File: src/rtl/sync_frame_tx_pkg.sv
// Shared definitions for the 1010 sync-frame transmitter and its companion detector.
// Keeps the preamble defaults in one place so both ends stay in step.
package sync_frame_tx_pkg;

    typedef enum logic [1:0] {
        ST_IDLE = 2'd0,
        ST_PRE  = 2'd1,
        ST_DATA = 2'd2,
        ST_GAP  = 2'd3
    } tx_state_t;

    localparam int                       DEFAULT_PRE_W    = 4;
    localparam logic [DEFAULT_PRE_W-1:0] DEFAULT_PREAMBLE = 4'b1010;

    // Counter width that covers the longest state, never narrower than 1 bit.
    function automatic int cnt_width(input int a, input int b, input int c);
        int m;
        m = a;
        if (b > m) m = b;
        if (c > m) m = c;
        return (m <= 1) ? 1 : $clog2(m);
    endfunction

endpackage

File: src/rtl/sync_frame_tx_piso_shift.sv
// Parallel-load, shift-left register; the payload leaves MSB first through msb.
module piso_shift #(
    parameter int DATA_W = 8
) (
    input  logic              clk,
    input  logic              rst,
    input  logic              load,
    input  logic              shift,
    input  logic [DATA_W-1:0] din,
    output logic              msb
);

    logic [DATA_W-1:0] sr;

    always_ff @(posedge clk or posedge rst) begin
        if (rst) begin
            sr <= '0;
        end else if (load) begin
            sr <= din;
        end else if (shift) begin
            sr <= sr << 1;
        end
    end

    assign msb = sr[DATA_W-1];

endmodule

File: src/rtl/sync_frame_tx.sv
// Serial frame transmitter: preamble, MSB-first payload, then idle gap bits.
// Outputs are registered from the next state so the first preamble bit follows the accept edge.
module sync_frame_tx
    import sync_frame_tx_pkg::*;
#(
    parameter int               DATA_W     = 8,
    parameter int               PRE_W      = DEFAULT_PRE_W,
    parameter logic [PRE_W-1:0] PREAMBLE   = PRE_W'(DEFAULT_PREAMBLE),
    parameter int               GAP_CYCLES = 2,
    parameter logic             IDLE_BIT   = 1'b0
) (
    input  logic              clk,
    input  logic              rst,
    input  logic [DATA_W-1:0] in_data,
    input  logic              in_valid,
    output logic              in_ready,
    output logic              out,
    output logic              out_valid,
    output logic              frame_done
);

    localparam int CNT_W = cnt_width(PRE_W, DATA_W, GAP_CYCLES);
    localparam logic [CNT_W-1:0] PRE_LAST  = CNT_W'(PRE_W - 1);
    localparam logic [CNT_W-1:0] DATA_LAST = CNT_W'(DATA_W - 1);
    localparam logic [CNT_W-1:0] GAP_LAST  = CNT_W'(GAP_CYCLES - 1);

    tx_state_t        state, state_nxt;
    logic [CNT_W-1:0] cnt, cnt_nxt;
    logic             accept;
    logic             shift;
    logic             msb;
    logic [PRE_W-1:0] pre_shifted;
    logic             out_d, out_valid_d, frame_done_d;

    piso_shift #(.DATA_W(DATA_W)) u_piso (
        .clk   (clk),
        .rst   (rst),
        .load  (accept),
        .shift (shift),
        .din   (in_data),
        .msb   (msb)
    );

    assign in_ready = (state == ST_IDLE);

    always_comb begin
        state_nxt    = state;
        cnt_nxt      = cnt + 1'b1;
        accept       = in_valid && (state == ST_IDLE);
        case (state)
            ST_IDLE: begin
                cnt_nxt = '0;
                if (accept) state_nxt = ST_PRE;
            end
            ST_PRE: begin
                if (cnt == PRE_LAST) begin
                    state_nxt = ST_DATA;
                    cnt_nxt   = '0;
                end
            end
            ST_DATA: begin
                if (cnt == DATA_LAST) begin
                    state_nxt = ST_GAP;
                    cnt_nxt   = '0;
                end
            end
            ST_GAP: begin
                if (cnt == GAP_LAST) begin
                    state_nxt = ST_IDLE;
                    cnt_nxt   = '0;
                end
            end
            default: begin
                state_nxt = ST_IDLE;
                cnt_nxt   = '0;
            end
        endcase

        // The register shifts on every edge that lands in DATA, so its MSB is always the bit to send.
        shift        = (state_nxt == ST_DATA);
        pre_shifted  = PREAMBLE << cnt_nxt;
        out_valid_d  = (state_nxt == ST_PRE) || (state_nxt == ST_DATA);
        frame_done_d = (state_nxt == ST_DATA) && (cnt_nxt == DATA_LAST);
        case (state_nxt)
            ST_PRE:  out_d = pre_shifted[PRE_W-1];
            ST_DATA: out_d = msb;
            default: out_d = IDLE_BIT;
        endcase
    end

    always_ff @(posedge clk or posedge rst) begin
        if (rst) begin
            state      <= ST_IDLE;
            cnt        <= '0;
            out        <= IDLE_BIT;
            out_valid  <= 1'b0;
            frame_done <= 1'b0;
        end else begin
            state      <= state_nxt;
            cnt        <= cnt_nxt;
            out        <= out_d;
            out_valid  <= out_valid_d;
            frame_done <= frame_done_d;
        end
    end

endmodule
File: config.mk
export PLATFORM = sky130hd
export DESIGN_NAME = sync_frame_tx
export DESIGN_NICKNAME = d
export VERILOG_FILES = /design/src/rtl/sync_frame_tx_pkg.sv /design/src/rtl/sync_frame_tx_piso_shift.sv /design/src/rtl/sync_frame_tx.sv
export SDC_FILE = /design/constraint.sdc
export NUM_CORES = 1
export LEC_CHECK = 0
export BUFFER_PORTS_ARGS = -buffer_cell sky130_fd_sc_hd__buf_2
export CAP_MARGIN = 10
export CORE_ASPECT_RATIO = 1.5
export CORE_UTILIZATION = 33
export CTS_BUF_LIST = sky130_fd_sc_hd__clkbuf_4 sky130_fd_sc_hd__clkbuf_8
export DETAILED_ROUTE_END_ITERATION = 12
export PLACE_DENSITY = 0.57
export SETUP_SLACK_MARGIN = 0.2
export SLEW_MARGIN = 20
export SYNTH_ARGS = -nofsm -noshare
export SYNTH_HDL_FRONTEND = slang
export SYNTH_SLANG_ARGS = --single-unit
File: constraint.sdc
create_clock -name clk -period 4.1 [get_ports clk]
set_input_delay 0.41 -clock clk [delete_from_list [all_inputs] [get_ports clk]]
set_output_delay 0.41 -clock clk [all_outputs]
set_load 0.01 [all_outputs]
# Word-level counts from Yosys, hierarchy flattened
# Index checks and enable logic that the tools add are counted.
# totals
ff_bits,16
# op_classes
addsub,1
n_eq_ne,9
shift,1
muxes,12
n_reduce_logical,5
# op_table
operator,count
$mux 8,2
$pmux 3 s4,1
$mux 3,3
$mux 2,4
$pmux 2 s4,1
$eq 2x2->1 const B,3
$eq 3x3->1 const B,2
$eq 2x1->1 const B,2
$shl 4x3->4 const A,1
$add 3x1->3 const B,1
$eq 3x1->1 const B,1
$eq 3x2->1 const B,1
$logic_and 1x1->1,2
$logic_not 2->1,1
$pmux 1 s2,1
$reduce_bool 2->1,1
$logic_or 1x1->1,1

# Logic depth before layout (Yosys ltp)
# Gate-level depths: netlist of the first run.
# depth
word_depth,7
ltp_mapped,9
depth_no_buf,9

# Cells and area by module
# Synthesis of the first run repeated with hierarchy kept, for this count alone.
# unflattened
cells_unflattened,88
hier_area_um2,909.6
# modules_own_cells
module,n_inst,cells_each,area_each_um2,seq_area_each_um2
sync_frame_tx,1,53,536.8,200.2
piso_shift,1,35,372.9,200.2

# Least setup slack after synthesis of the first run
# Ideal clock, no wire load.
# synth_path
kind,reg-to-reg
startpoint,register cnt[0]
endpoint,register u_piso.sr[2]
t_arrival_ns,1.971
t_required_ns,3.970
setup_slack_ns,1.999
stages_incl_launch_ff,9
n_path_buf,1
synth_period_minus_slack_ns,2.101
path_cell_list,dfrtp_1 -> ha_1 -> and3b_1 -> and2_2 -> nor2_1 -> ha_1 -> buf_1 -> mux2i_1 -> o21ai_0
# synth_via
elab_chain_len,5
elab_cells_between_ends,9
classes_between,eq/ne: 4; mux: 4; reduce/logical: 1
# synth_lines
element,line,source
"start, declared",sync_frame_tx.sv:28,"logic [CNT_W-1:0] cnt, cnt_nxt;"
"start signal, assigned",sync_frame_tx.sv:100,cnt <= cnt_nxt;
$eq 3x1->1 (tied with other cells),sync_frame_tx.sv:68,if (cnt == GAP_LAST) begin
$mux 2 (on tied branches),"sync_frame_tx.sv:68, sync_frame_tx.sv:56, sync_frame_tx.sv:62",
$pmux 2 s4 (*),sync_frame_tx.sv:50,case (state)
net state_nxt[1],sync_frame_tx.sv:27,"tx_state_t state, state_nxt;"
$eq 2x2->1 (*),sync_frame_tx.sv:80,shift = (state_nxt == ST_DATA);
$reduce_bool 2->1 (no line) (*),--,
"end signal, assigned",sync_frame_tx_piso_shift.sv:19,sr <= din;
"end signal, assigned",sync_frame_tx_piso_shift.sv:21,sr <= sr << 1;
"end, declared",sync_frame_tx_piso_shift.sv:13,logic [DATA_W-1:0] sr;
# Mark *: on every way through the listed nets, which the timed path passes. The rest lies on a longest branch.
# A chain may end at the register's enable or synchronous reset.

# Worst setup path after layout of the first run
# layout_path
startpoint,register cnt[0]
endpoint,register u_piso.sr[7]
# The elaborated chain is that of the path after synthesis.

==> flow_metrics.tcl, run 1 <==
set metrics [dict create \
    drive_above_1_share_pct 24.8 \
    synth_seq_cells 16 \
    wl_per_cell_um 10.9 \
    drv_slew 0 \
    cts_tree "yes" \
    io_buffers 14 \
    timing.fmax_ghz 0.454 \
    syn2layout_area_growth_pct 13.6 \
    clkSinkCount 16 \
    fin_skew_ns 0.00229 \
    hp-class "in -> async" \
    grt_pass1_wl_um 2600 \
    clock_path_buffers 2 \
    status "finished clean" \
    h-tree-depth 1 \
    worst_setup_path_start_kind "flip-flop" \
    setup_ws_ns 1.90 \
    drc 0 \
    crit_fanout 10 \
    cp-startpoint "cnt[0]$_DFF_PP0_" \
    core.rowCount 22 \
    finalCriticalPeriod_ns 2.20 \
    yosysWarnings 0 \
    maxCapViolCount 0 \
    timing.rr.start "cnt[0]$_DFF_PP0_" \
    yosysUniqueCellTypes 30 \
    die_w_um 44.7 \
    synth_cells 88 \
    worstPathRequired_ns 4.25 \
    antenna_found_initial 0 \
    nFillCells 267 \
    worstPathArrival_ns 2.35 \
    core-area_sq_mm 0.00253 \
    grt_usage_pct 12.4 \
    crit_type "reg -> reg" \
    yosysSeqAreaShare_pct 44.3 \
    post_cts_buffers 0 \
    synth.avg_cell_area_sq_um 10.3 \
    rr_worst_depth 7 \
    cts_root_buffer "clkbuf_4" \
    firstDrtPassIters 4 \
    syn_area_sq_um 903 \
    postCtsHoldBufs 0 \
    ant_nets 0 \
    first_iter_violations 12 \
    diodes 0 \
    timing.hold.ws_ns 0.164 \
    maxSlewHeadroom_pct 62.5 \
    fin_util_pct 40.5 \
    vias 634 \
    setup_viol 0 \
    grt_pass1_vias 606 \
    die_h_um 66.1 \
    min_period_over_period_pct 53.8 \
    num-nets-final 120 \
    final_cell_mix "dfrtp_1, buf_2, nand2_1, mux2i_1, o21ai_0" \
    routed_wl_um 1500 \
    drt-vias-per-instance 4.63 \
    tightest_slew_ns 0.562 \
    end_kind "flip-flop" \
    syn_nets 106 \
    r2r_end "u_piso.sr[7]$_DFFE_PP0P_" \
    p_total_uw 763 \
    setup-tns-final_ns 0 \
    dp_slack_ns 1.88 \
    synth_top_area_share_pct 44.3 \
    cts_resized 0 \
    path_clk_slew_ns 0.09 \
    finalHoldViolations 0 \
    ios 15 \
    grt_setup_unrepaired "no" \
    final_common_cell "dfrtp_1" \
    initial_core_util_pct 35.7 \
    clk-insertion-delay-late_ns 0.28 \
    peakVddDrop_mv 0.357 \
    numCtsBuffers 3 \
    synth_top_cells_by_area "dfrtp_1, mux2i_1, ha_1, o21ai_0, nand2_1" \
    cp-endpoint "u_piso.sr[7]$_DFFE_PP0P_" \
    grt_max_degree 17 \
    gp_congestion 0.805 \
    power.density_mw_per_mm2 744 \
    power_leakage_nw 0.494 \
    dieArea_sq_mm 0.00296 \
    dpl.hpwl_um 1170 \
    grt_overflow 0 \
    reg2reg_slack_ns 1.90 \
    yosysTopAreaCell "dfrtp_1" \
]
-- logic make-up (layout without fill, tap and decap cells) --
logic type | count (synthesis) | count (layout) | synth area share, %
AOI/OAI and AO/OA | 15 | 15 | 12.3
adders and majority gates | 7 | 7 | 9.69
buffers and inverters | 13 | 26 | 6.51
DFF | 16 | 16 | 44.3
muxes | 10 | 10 | 11.1
and+or+nand+nor | 27 | 27 | 16.1
-- cell type report --
cell class / count / area, sq um / share of cell area, %
multi-input cells: 59 / 444 / 43.3
flip-flops and latches: 16 / 400 / 39.0
repair buffers: 14 / 70.1 / 6.83
well taps: 36 / 45.0 / 4.39
clock buffers: 4 / 36.3 / 3.54
inverters: 8 / 30.0 / 2.93
-- metrics by stage --
step	instance area, sq um	cells
2_1_floorplan	903	88
3_3_place_gp	990	133
3_5_place_dp	990	133
4_1_cts	1030	137
5_1_grt	1030	137
6_report	1030	137
-- critical path, stage by stage, from the launching register on --
cell and delay (ns):
dfrtp_1 0.45, ha_1 0.28, and3b_1 0.19, and2_2 0.22
nor2_1 0.15, ha_1 0.46, mux2i_1 0.24, o21ai_0 0.09
-- worst min-delay path by stage --
| stage | to | cells after the start |
|---|---|---|
| after CTS | u_piso.sr[3]$_DFFE_PP0P_ | 2 |
| after global routing | out$_DFF_PP0_ | 2 |
| after detailed placement | u_piso.sr[0]$_DFFE_PP0P_ | 2 |
| after global placement | u_piso.sr[0]$_DFFE_PP0P_ | 2 |
| final | u_piso.sr[3]$_DFFE_PP0P_ | 2 |
| after floorplan | cnt[0]$_DFF_PP0_ | 1 |
-- power by group --
part | internal (mW) | total, mW | leakage [nW] | switching [mW]
Combinational | 0.173 | 0.367 | 0.271 | 0.193
Clock | 0.0541 | 0.101 | 0.0210 | 0.0473
Sequential | 0.228 | 0.295 | 0.202 | 0.0667
-- state kept, by name, summed over array words and instances (netlist names) --
name,count
u_piso.sr,8
cnt,3
state,2
frame_done,1
out,1
out_valid,1
-- metal layers --
metal	part of all wire (%)	track usage, %
met5	0	0
met4	1.4	7.95
met3	3.2	2.46
met2	50	19.9
met1	45	14.7
-- cells in the mapped netlist (all sizes together) --
master and count:
nor3 2, or2 1, inv 8, and4 1, mux2i 10, clkbuf 1, nor2 4, nand2 11
and3b 2, a2111oi 1, nand4 1, a221o 1, or4 1, nand2b 1, and2 2, nand3 1
a21o 1, ha 7, o21ai 10, a221oi 1, o22ai 1, buf 4, dfrtp 16
(Power assumes the default switching activity.)
==> run 2: changes to the inputs <==
Settings changed: PLACE_DENSITY 0.57 to 0.58.
Clock period 4.1 ns to 1.8 ns, I/O delays scaled along.
==> flow_metrics.tcl, run 2 (synthesis results as in run 1) <==
set metrics [dict create \
    fin_skew_ns 0.00328 \
    initial_core_util_pct 35.7 \
    crit_family "simple AND/OR/NAND/NOR gates" \
    dpl.hpwl_um 1310 \
    drt-met1-wl_um 710 \
    status "finished with violations" \
    dieArea_sq_mm 0.00296 \
    path_clk_slew_ns 0.08 \
    die_h_um 66.1 \
    syn2layout_area_growth_pct 41.3 \
    final_cell_mix "dfrtp_1, buf_2, buf_4, nand2_1, mux2i_1" \
    maxSlewHeadroom_pct 61.6 \
    cts_tree "yes" \
    num-nets-final 139 \
    power.density_mw_per_mm2 1810 \
    setup_ws_ns -0.0793 \
    crit_fanout 3 \
    worstPathRequired_ns 1.95 \
    hp-class "in -> reg" \
    timing.rr.start "cnt[1]$_DFF_PP0_" \
    tightest_slew_ns 0.576 \
    path_buf_inv 3 \
    io_buffers 14 \
    multi_input_area_sq_um 517 \
    firstDrtPassIters 4 \
    highest_layer "met4" \
    diodes 0 \
    min_period_over_period_pct 104 \
    final-seq-area_sq_um 400 \
    met2_length_um 1020 \
    grt_setup_unrepaired "yes" \
    ant_nets 0 \
    cts_root_buffer "clkbuf_4" \
    largest_reg_flops 8 \
    finalHoldViolations 0 \
    grt_overflow 0 \
    grt_max_degree 17 \
    final_common_cell "dfrtp_1" \
    p_total_mw 2.31 \
    end_kind "flip-flop" \
    rr_worst_depth 8 \
    core-area_sq_mm 0.00253 \
    slowest_stage "or4_4" \
    nFillCells 259 \
    cp_num_cells 8 \
    numCtsBuffers 3 \
    layout_top_registers "u_piso.sr: 8 flops, cnt: 3 flops, state: 2 flops" \
    routed_wl_um 1840 \
    clkSinkCount 16 \
    peakVddDrop_mv 0.739 \
    ios 15 \
    cp-startpoint "cnt[1]$_DFF_PP0_" \
    worst_setup_path_start_kind "flip-flop" \
    worstPathArrival_ns 2.03 \
    gp_congestion 0.821 \
    drc 0 \
    first_iter_violations 9 \
    clock_path_buffers 2 \
    finalCriticalPeriod_ns 1.88 \
    maxCapViolCount 0 \
    fin_util_pct 50.4 \
    violations "negative setup slack" \
    hp-start "in_data[5]" \
    grt_usage_pct 14.7 \
    grt_pass1_vias 750 \
    core.rowCount 22 \
    grt_pass1_wl_um 3190 \
    vias 738 \
    timing.fmax_ghz 0.532 \
    drive_above_1_share_pct 43.7 \
    largest-register "u_piso.sr" \
    wl_per_cell_um 11.9 \
    wl_met3_um 67 \
    antenna_found_initial 0 \
    die_w_um 44.7 \
    crit_type "reg -> reg" \
    path_cells "buf_6, buf_6, ha_4, inv_4, ha_4, or4_4, nand4_1, o22ai_1" \
    power_leakage_nw 0.600 \
    hold_depth 3 \
    drt-vias-per-instance 4.76 \
    setup_viol 9 \
    h-tree-depth 1 \
    drv_slew 0 \
    clk-insertion-delay-late_ns 0.27 \
    setup-tns-final_ns -0.566 \
    slowest_delay_ns 0.52 \
]
## run 2: changes by cell type in the layout (fill, tap and decap cells not counted), sizes merged
cell	before	now
buf	14	32
clkbuf	4	3
dlygate4sd3	0	1
## run 2: routing by layer
layer  up-vias  track usage (%)
met2        24             25.0
met5         -                0
met1       345             17.0
met4         0             7.95
met3         6             2.46
li1        363                -
## run 2: cell type report
type / count / share of cell area (%)
repair buffers: 33 / 20.3
flip-flops and latches: 16 / 31.4
multi-input cells: 59 / 40.5
inverters: 8 / 2.55
clock buffers: 3 / 1.76
well taps: 36 / 3.53
## run 2: power by group
group	internal, mW	switching [mW]
clock	0.0774	0.0986
combinational	0.823	0.646
sequential	0.521	0.147
total	1.42	0.892
## run 2: what timing repair did
item | in CTS | in global routing
setup buffers | 3 | 2
hold buffers | 1 | 0
gates cloned | 1 | 0
endpoints found under the setup margin | 11 | 14
gates resized for setup | 18 | 7
pin swaps | 12 | 9
hold endpoints to repair | 16 | 0
## run 2: final timing paths
check | slack [ns] | end
max | -0.08 | out$_DFF_PP0_
min | 0.11 | u_piso.sr[5]$_DFFE_PP0P_
max reg2reg | -0.08 | out$_DFF_PP0_
min reg2reg | 0.55 | u_piso.sr[3]$_DFFE_PP0P_
max in group asynchronous | 0.92 | cnt[0]$_DFF_PP0_
min in group asynchronous | 0.50 | u_piso.sr[5]$_DFFE_PP0P_
## run 2: through the flow
| step | worst slack [ns] | cells | area, sq um | hold slack, ns |
|---|---|---|---|---|
| floorplan | 0.0244 | 88 | 916 | 0.0937 |
| global placement | -0.0785 | 145 | 1100 | 0.275 |
| detailed placement | -0.130 | 145 | 1100 | 0.268 |
| CTS | -0.0670 | 153 | 1230 | 0.0990 |
| global route | -0.227 | 155 | 1280 | 0.110 |
| finish | -0.0793 | 155 | 1280 | 0.105 |
## run 2: worst min-delay path, stage by stage
cell and delay [ns]:
buf_2 0.07, nand2_1 0.04, o21ai_1 0.05
